## config.mk

```make
export PLATFORM = sky130hd
export DESIGN_NAME = tt_um_onehot_encoder
export DESIGN_NICKNAME = d
export VERILOG_FILES = /design/src/rtl/onehot_pkg.sv /design/src/rtl/onehot_sync_filter.sv /design/src/rtl/tt_um_onehot_encoder.sv
export SDC_FILE = /design/constraint.sdc
export NUM_CORES = 1
export LEC_CHECK = 0
export BUFFER_PORTS_ARGS = -buffer_cell sky130_fd_sc_hd__buf_4
export CORE_MARGIN = 1
export CORE_UTILIZATION = 31
export CTS_BUF_LIST = sky130_fd_sc_hd__clkbuf_8
export DETAILED_ROUTE_END_ITERATION = 6
export PLACE_DENSITY_LB_ADDON = 0.1
export SKIP_LAST_GASP = 1
export SYNTH_ARGS = -nofsm -noshare
export SYNTH_HDL_FRONTEND = slang
export SYNTH_SLANG_ARGS = --single-unit
```

## constraint.sdc

```tcl
create_clock -name clk -period 5.2 [get_ports clk]
set_input_delay 0.52 -clock clk [delete_from_list [all_inputs] [get_ports clk]]
set_output_delay 0.52 -clock clk [all_outputs]
set_load 0.05 [all_outputs]
```

## src/rtl/onehot_pkg.sv

```systemverilog
// Shared definitions for the one-hot switch encoder: FSM states, stability
// windows, error counter limit and the bit layout of uo_out.
package onehot_pkg;

    typedef enum logic {
        SETTLE = 1'b0,
        HOLD   = 1'b1
    } state_t;

    localparam logic [7:0] WIN_4   = 8'd4;
    localparam logic [7:0] WIN_16  = 8'd16;
    localparam logic [7:0] WIN_64  = 8'd64;
    localparam logic [7:0] WIN_255 = 8'd255;

    localparam logic [3:0] ERR_MAX = 4'd15;

    localparam int UO_IDX_LSB = 0;
    localparam int UO_VALID   = 3;
    localparam int UO_ZERO    = 4;
    localparam int UO_MULTI   = 5;
    localparam int UO_CHG     = 6;
    localparam int UO_ERR     = 7;

    // Translate the two window-select switches into a stability length.
    function automatic logic [7:0] winFromSel(input logic [1:0] sel);
        logic [7:0] win;
        case (sel)
            2'b00:   win = WIN_4;
            2'b01:   win = WIN_16;
            2'b10:   win = WIN_64;
            default: win = WIN_255;
        endcase
        return win;
    endfunction

    // Number of switches that are on.
    function automatic logic [3:0] countOnes(input logic [7:0] v);
        logic [3:0] n;
        n = '0;
        for (int i = 0; i < 8; i++) begin
            n = n + {3'b000, v[i]};
        end
        return n;
    endfunction

    // Position of the highest set switch; only meaningful for a one-hot code.
    function automatic logic [2:0] highIndex(input logic [7:0] v);
        logic [2:0] k;
        k = '0;
        for (int i = 0; i < 8; i++) begin
            if (v[i]) begin
                k = 3'(i);
            end
        end
        return k;
    endfunction

endpackage

```

## src/rtl/onehot_sync_filter.sv

```systemverilog
// Brings the asynchronous switch code into the clock domain and measures how
// long the synchronized value has stayed put. Raises o_accept while the value
// has been steady for exactly the selected window.
module onehot_sync_filter
    import onehot_pkg::*;
(
    input  logic       clk,
    input  logic       rst_n,
    input  logic       i_ena,
    input  logic [7:0] i_raw,
    input  logic [7:0] i_win,
    output logic [7:0] o_stable,
    output logic       o_accept,
    output logic       o_change
);

    logic [7:0] r_s1;
    logic [7:0] r_s2;
    logic [7:0] r_prev;
    logic [7:0] r_cnt;
    logic [2:0] r_fill;
    logic       w_same;

    // The reset contents of s1/s2/prev are not real samples, so r_fill marks
    // which stages hold switch data; a steady zero input is timed exactly like
    // any other code after reset instead of inheriting the cleared pipeline.
    assign w_same = (r_s2 == r_prev) && r_fill[2];

    // Synchronizer, previous-sample register and saturating stability counter.
    always_ff @(posedge clk or negedge rst_n) begin
        if (!rst_n) begin
            r_s1   <= '0;
            r_s2   <= '0;
            r_prev <= '0;
            r_cnt  <= '0;
            r_fill <= '0;
        end else if (i_ena) begin
            r_s1   <= i_raw;
            r_s2   <= r_s1;
            r_prev <= r_s2;
            r_fill <= {r_fill[1:0], 1'b1};
            if (!w_same) begin
                r_cnt <= '0;
            end else if (r_cnt != WIN_255) begin
                r_cnt <= r_cnt + 8'd1;
            end
        end
    end

    assign o_stable = r_s2;
    assign o_accept = w_same && (r_cnt == i_win);
    assign o_change = (r_s2 != r_prev);

endmodule

```

## src/rtl/tt_um_onehot_encoder.sv

```systemverilog
// One-hot switch encoder: debounces an 8-switch code, reports the index of a
// single active switch, flags empty or multiple-switch codes, pulses on a new
// index and keeps a sticky error flag with a saturating error count.
module tt_um_onehot_encoder
    import onehot_pkg::*;
(
    input  logic [7:0] ui_in,
    output logic [7:0] uo_out,
    input  logic [7:0] uio_in,
    output logic [7:0] uio_out,
    output logic [7:0] uio_oe,
    input  logic       ena,
    input  logic       clk,
    input  logic       rst_n
);

    logic [7:0] w_win;
    logic       w_clr;
    logic       w_unused;
    logic [7:0] w_stable;
    logic       w_accept;
    logic       w_change;

    state_t     r_state;
    state_t     w_nextState;
    logic       w_acceptEvt;

    logic [3:0] w_ones;
    logic [2:0] w_k;
    logic       w_isOne;
    logic       w_isZero;
    logic       w_isMulti;
    logic       w_chgNext;

    logic [2:0] r_idx;
    logic       r_valid;
    logic       r_zero;
    logic       r_multi;
    logic       r_chg;
    logic       r_err;
    logic [3:0] r_errCnt;
    logic       r_haveValid;

    assign w_win    = winFromSel(uio_in[2:1]);
    assign w_clr    = uio_in[0];
    assign w_unused = &{1'b0, uio_in[7:3]};

    onehot_sync_filter u_filter (
        .clk      (clk),
        .rst_n    (rst_n),
        .i_ena    (ena),
        .i_raw    (ui_in),
        .i_win    (w_win),
        .o_stable (w_stable),
        .o_accept (w_accept),
        .o_change (w_change)
    );

    // FSM state register; frozen while the design is disabled.
    always_ff @(posedge clk or negedge rst_n) begin
        if (!rst_n) begin
            r_state <= SETTLE;
        end else if (ena) begin
            r_state <= w_nextState;
        end
    end

    // Accept a steady value once, then wait in HOLD until the input moves.
    always_comb begin
        w_nextState = r_state;
        w_acceptEvt = 1'b0;
        case (r_state)
            SETTLE: begin
                if (w_accept) begin
                    w_nextState = HOLD;
                    w_acceptEvt = 1'b1;
                end
            end
            HOLD: begin
                if (w_change) begin
                    w_nextState = SETTLE;
                end
            end
            default: w_nextState = SETTLE;
        endcase
    end

    // Classify the accepted code and decide whether it is a new valid index.
    always_comb begin
        w_ones    = countOnes(w_stable);
        w_k       = highIndex(w_stable);
        w_isOne   = (w_ones == 4'd1);
        w_isZero  = (w_ones == 4'd0);
        w_isMulti = (w_ones > 4'd1);
        w_chgNext = w_acceptEvt && w_isOne && (!r_haveValid || (w_k != r_idx));
    end

    // Output registers: classification on acceptance, change pulse, and the
    // error flag/count where clear takes priority over a new error.
    always_ff @(posedge clk or negedge rst_n) begin
        if (!rst_n) begin
            r_idx       <= '0;
            r_valid     <= 1'b0;
            r_zero      <= 1'b0;
            r_multi     <= 1'b0;
            r_chg       <= 1'b0;
            r_err       <= 1'b0;
            r_errCnt    <= '0;
            r_haveValid <= 1'b0;
        end else if (ena) begin
            r_chg <= w_chgNext;
            if (w_acceptEvt) begin
                r_valid <= w_isOne;
                r_zero  <= w_isZero;
                r_multi <= w_isMulti;
                if (w_isOne) begin
                    r_idx       <= w_k;
                    r_haveValid <= 1'b1;
                end
            end
            if (w_clr) begin
                r_err    <= 1'b0;
                r_errCnt <= '0;
            end else if (w_acceptEvt && w_isMulti) begin
                r_err <= 1'b1;
                if (r_errCnt != ERR_MAX) begin
                    r_errCnt <= r_errCnt + 4'd1;
                end
            end
        end else begin
            r_chg <= 1'b0;
        end
    end

    // Pack the status bits; the change pulse is masked while disabled.
    always_comb begin
        uo_out                     = '0;
        uo_out[UO_IDX_LSB +: 3]    = r_idx;
        uo_out[UO_VALID]           = r_valid;
        uo_out[UO_ZERO]            = r_zero;
        uo_out[UO_MULTI]           = r_multi;
        uo_out[UO_CHG]             = r_chg & ena;
        uo_out[UO_ERR]             = r_err;
    end

    assign uio_out = {r_errCnt, 4'b0000};
    assign uio_oe  = 8'hF0;

endmodule

```

[After elaboration in Yosys (flattened, before gate mapping)]
Index checks and enable logic that the tools add are counted.
Word-level totals
  flip-flop bits (word level): 49
  input port bits: 19
  output and inout bits: 24
  logic and storage cells: 72
Cells by class
  add/subtract/negate cells: 9
  order comparisons: 1
  equal/unequal tests: 10
  multiplexer cells: 20
  bitwise operators: 2
  reductions and logical operators: 16
Operators with widths (count)
  $pmux 8 s3: 1
  $mux 3: 6
  $add 4x1->4: 4
  $eq 8x8->1: 2
  $mux 8: 2
  $mux 4: 3
  $add 8x1->8 const B: 1
  $ne 8x8->1: 1
  $ne 8x8->1 const B: 1
  $mux 1: 7
  $reduce_and 2->1: 3
  $reduce_and 3->1: 2
  $logic_and 1x1->1: 5
  $add 3x1->4: 1
  $add 4x1->4 const B: 1
  $eq 4x1->1 const B: 1
  $gt 4x1->1 const B: 1
  $logic_not 4->1: 1
  $ne 4x4->1 const B: 1
  $reduce_bool 2->1: 2
  $add 2x1->3: 1
  $ne 3x3->1: 1
  $add 1x1->2: 1
  $eq 2x1->1 const B: 1
  8 further kinds: 8

[Depth between registers and ports, before layout]
  depth after elaboration: 11
  mapped depth: 12
  gate-level depth less buffers: 12

[Hierarchy]
A second synthesis with hierarchy kept.
Second synthesis, totals
  cells, all modules: 237
  area total of the unflattened synthesis: 2758.9 um2
By module, submodules not included
  onehot_sync_filter: times used 1, cells an instance 126, area each 1677.9 um2, seq. area each 875.8 um2
  tt_um_onehot_encoder: times used 1, cells an instance 111, area each 1081.0 um2, seq. area each 350.3 um2

[Worst setup path before layout]
No wires, ideal clock.
  path type: register -> register
  from: register u_filter.r_s2[0], in the netlist u_filter.o_stable[0]
  to: register r_idx[1]
  library setup time: 0.125 ns
  arrival time: 3.665 ns
  data required time: 5.075 ns
  setup slack: 1.410 ns
  cell stages (with the launch flop): 13
  buffers on the path: 1
  period minus slack after synthesis: 3.790 ns
  cell sequence: dfrtp_1 fa_1 inv_1 fa_1 fa_1 inv_1 ha_1 fa_1 or2_2 a21oi_1 and3_1 buf_6 mux2_4
On the way
  longest elaborated chain between the ends: 9
  elaborated cells between the ends (all ways): 14
  classes of those cells: 7 x add/sub; 2 x eq/ne; 2 x mux; 3 x reduce/logical
RTL lines
  start: declaration: RTL line onehot_sync_filter.sv:18  | logic [7:0] r_s2;
  start signal: assignment: RTL line onehot_sync_filter.sv:39  | r_s2 <= r_s1;
  $add 1x1->2: RTL line onehot_pkg.sv:41  | n = n + {3'b000, v[i]};
  $add 2x1->3: RTL line onehot_pkg.sv:41
  $add 3x1->4: RTL line onehot_pkg.sv:41
  $add 4x1->4 (4 in series): RTL line onehot_pkg.sv:41
  $eq 4x1->1: RTL line tt_um_onehot_encoder.sv:92  | w_isOne = (w_ones == 4'd1);
  $reduce_and 3->1 (no line) *
  end signal: assignment: RTL line tt_um_onehot_encoder.sv:117  | r_idx <= w_k;
  end: declaration: RTL line tt_um_onehot_encoder.sv:35  | logic [2:0] r_idx;
Mark *: on every way between the ends. The rest lies on a longest branch, timed or not.
A chain may end at the register's enable or synchronous reset.

[Worst setup path in the final report]
Same ends and word-level chain as after synthesis.

==> flow_summary.toml <==
[place]
hpwlAfterDp_um = 3150
dp_slack_ns = 1.12
dp.cells = 350
place_congestion = 0.741
port_buffers = 25

[critical_path]
max_stage_delay_ns = 0.55
path_buf_inv = 2
crit_path_end_kind = "flip-flop"
rrSetupSlack_ns = 1.18
cp-endpoint = "r_idx[1]"
crit_top_cell = "fa_1"
crit_path_max_fanout = 6
critPathTopFamily = "adder cells"
cp_data_arrival_time_ns = 4.22
r2r_cells = 11
path_cells = "fa_1 > inv_1 > fa_1 > fa_1 > inv_1 > ha_1 > fa_1 > or2_2 > a21oi_1 > and3_1 > mux2_4"
cp.required_ns = 5.39
worstSetupStartpoint = "u_filter.o_stable[0]"
start_kind = "flip-flop"
crit_type = "reg -> reg"
cp_slowest_cell = "fa_1"
reg2reg_from = "u_filter.o_stable[0]"
crit_cells = 11
r2r_end = "r_idx[1]"

[finish]
nets = 282
syn2layout_area_growth_pct = 11.3
final.fill_count = 856
fin_util = 0.354
layout.cells.non_filler = 358
drive_gt1_frac = 0.249
antennaDiodeCount = 0

[routing]
wirelength_um = 4530
ant_nets = 0
first_iter_violations = 50
num_vias = 1639
via_per_inst = 4.58
drc = 0
wl_per_cell_um = 12.7
firstDrtPassIters = 4

[clocking]
clk_pin_slew_worst_paths_ns = 0.09
tritoncts = "done"
cts_max_level = 2
ctsResizeCount = 0
cts_sinks = 49
post_cts_buffers = 0
clock_insertion_delay_worst_skew_ns = 0.30
cts-root-buf = "clkbuf_8"
hold_buffers = 0
cts-buffers-inserted = 5
ctsLongestPathBuffers = 2

[synthesis]
syn_avg_cell_area_um2 = 11.2
ys_types = 47
syn_area_um2 = 2600
synth_ff_type = "dfrtp_1"
ys_warn_count = 0
ys_ff_latch = 49
async_flop_share = 1.00
ys_seq_area_frac = 0.472
synth-edff-count = 0
syn_inst = 231

[pwr]
power_density_nw_per_um2 = 311
p_leak_nw = 1.33
peakVddDrop_uv = 112

[run_status]
status = "complete, no violations"

[worst_hold_path]
worstHoldPathType = "in -> async"

[sta]
fin_tns_setup_ns = 0
relSlewSlack = 0.571
rsz0062_at_grt = "false"
setup_slack_ns = 1.18
worst_pin_slew_ns = 0.644
fin_crit_ns = 4.02
fin_skew_ns = 0.00537
fmax_mhz = 248
finalSetupViolations = 0
finalCritPeriodShare = 0.774
hold_viol = 0
maxSlewViolCount = 0

[global_route]
grt_max_degree = 50
overflow = 0
grt_pass1_vias = 1652
grtUsageTotal = 0.119
grt_pass1_wl_um = 7980
antenna_found_initial = 0

[floorplanning]
die_x_um = 93.6
die_h_um = 93.6
ioPinCount = 43
core_region_area_um2 = 8180
initial_core_util = 0.318
fp.dieArea_um2 = 8750
rows = 33

[job]
drv_cap = 0
==> stage by stage <==
step	hold WS, ns	instance area (µm²)	power, mW
finish	0.234	2890	0.900
floorplan	0.224	2640	0.636
detailed placement	0.451	2810	0.696
global placement	0.452	2810	0.690
CTS	0.268	2890	0.920
global route	0.290	2890	0.973
==> where the power goes <==
group / total, mW / switching [mW] / internal, mW
Clock: 0.219 / 0.127 / 0.0917
Sequential: 0.438 / 0.0277 / 0.410
Combinational: 0.244 / 0.142 / 0.101
==> worst reg2reg max path, cell delays in order, from the launching register on <==
cell     delay [ns]
dfrtp_1        0.44
fa_1           0.55
inv_1          0.05
fa_1           0.45
fa_1           0.49
inv_1          0.04
ha_1           0.20
fa_1           0.38
or2_2          0.31
a21oi_1        0.31
and3_1         0.38
mux2_4         0.33
==> cell usage after synthesis (3+ instances only) <==
cell	n	area [µm²]
xnor2_1	16	140
clkbuf_1	3	11.3
nand4_1	3	18.8
buf_4	16	120
ha_1	7	87.6
fa_1	4	80.1
nor2_1	13	48.8
o21ai_0	8	40.0
mux2_2	22	248
a21oi_1	7	35.0
mux2i_1	4	40.0
nor4_1	3	18.8
dfrtp_1	49	1230
xor2_1	6	52.6
nand3_1	5	25.0
inv_1	15	56.3
nand2_1	14	52.6
==> registers in the layout (all words and copies together) (netlist names) <==
signal,count
u_filter.r_cnt,8
r_chg,1
r_zero,1
u_filter.r_prev,8
r_err,1
r_haveValid,1
r_valid,1
u_filter.o_stable,8
u_filter.r_s1,8
r_state,1
r_multi,1
u_filter.r_fill,3
r_idx,3
r_errCnt,4
==> placed cells by master (no fill, tap or decap), types with 2 or more instances in the layout <==
master	n
dfrtp_1	49
buf_4	25
mux2_2	22
inv_1	16
xnor2_1	16
nand2_1	14
nor2_1	13
conb_1	12
o21ai_0	8
a21oi_1	7
ha_1	7
xor2_1	6
nand3_1	5
clkbuf_8	5
mux2i_1	4
fa_1	4
nor4_1	3
nand4_1	3
or2_2	2
and3_1	2
or2_1	2
and4_1	2
o2bb2ai_1	2
clkinv_2	2
==> how the worst min path moves through the flow <==
stage	end	slack, ns	cells after the start
2_1_floorplan	r_chg	0.22	0
3_3_place_gp	r_haveValid	0.45	1
3_5_place_dp	u_filter.r_fill[0]	0.45	1
4_1_cts	r_chg	0.27	1
5_1_grt	u_filter.r_cnt[3]	0.29	1
6_report	u_filter.r_cnt[3]	0.23	1
==> final cells by class <==
type	count	area [µm²]	share of cell area
repair buffers	25	188	0.0649
flip-flops and latches	49	1230	0.424
multi-input cells	156	1210	0.418
inverters	15	56.3	0.0195
clock inverters	3	13.8	0.00476
clock buffers	5	68.8	0.0238
well taps	105	131	0.0454
==> layer usage <==
layer | share of wire | GRT usage | routed length (µm)
met1 | 0.48 | 0.152 | 2190
met3 | 0.042 | 0.0285 | 189
met4 | 0.0097 | 0.0385 | 44
met5 | 0 | 0 | 0
met2 | 0.46 | 0.196 | 2110
==> logic make-up after synthesis <==
kind of cell             count (synthesis)  synth area share
XOR/XNOR                                22            0.0741
flip-flops                              49             0.472
other                                    2           0.00289
buffers and inverters                   36            0.0780
AO/OA/AOI/OAI                           29            0.0756
multiplexers                            27             0.117
AND/OR/NAND/NOR                         55             0.117
adder cells (fa/ha/maj)                 11            0.0645
No activity file was read; power rests on OpenSTA's default activity.
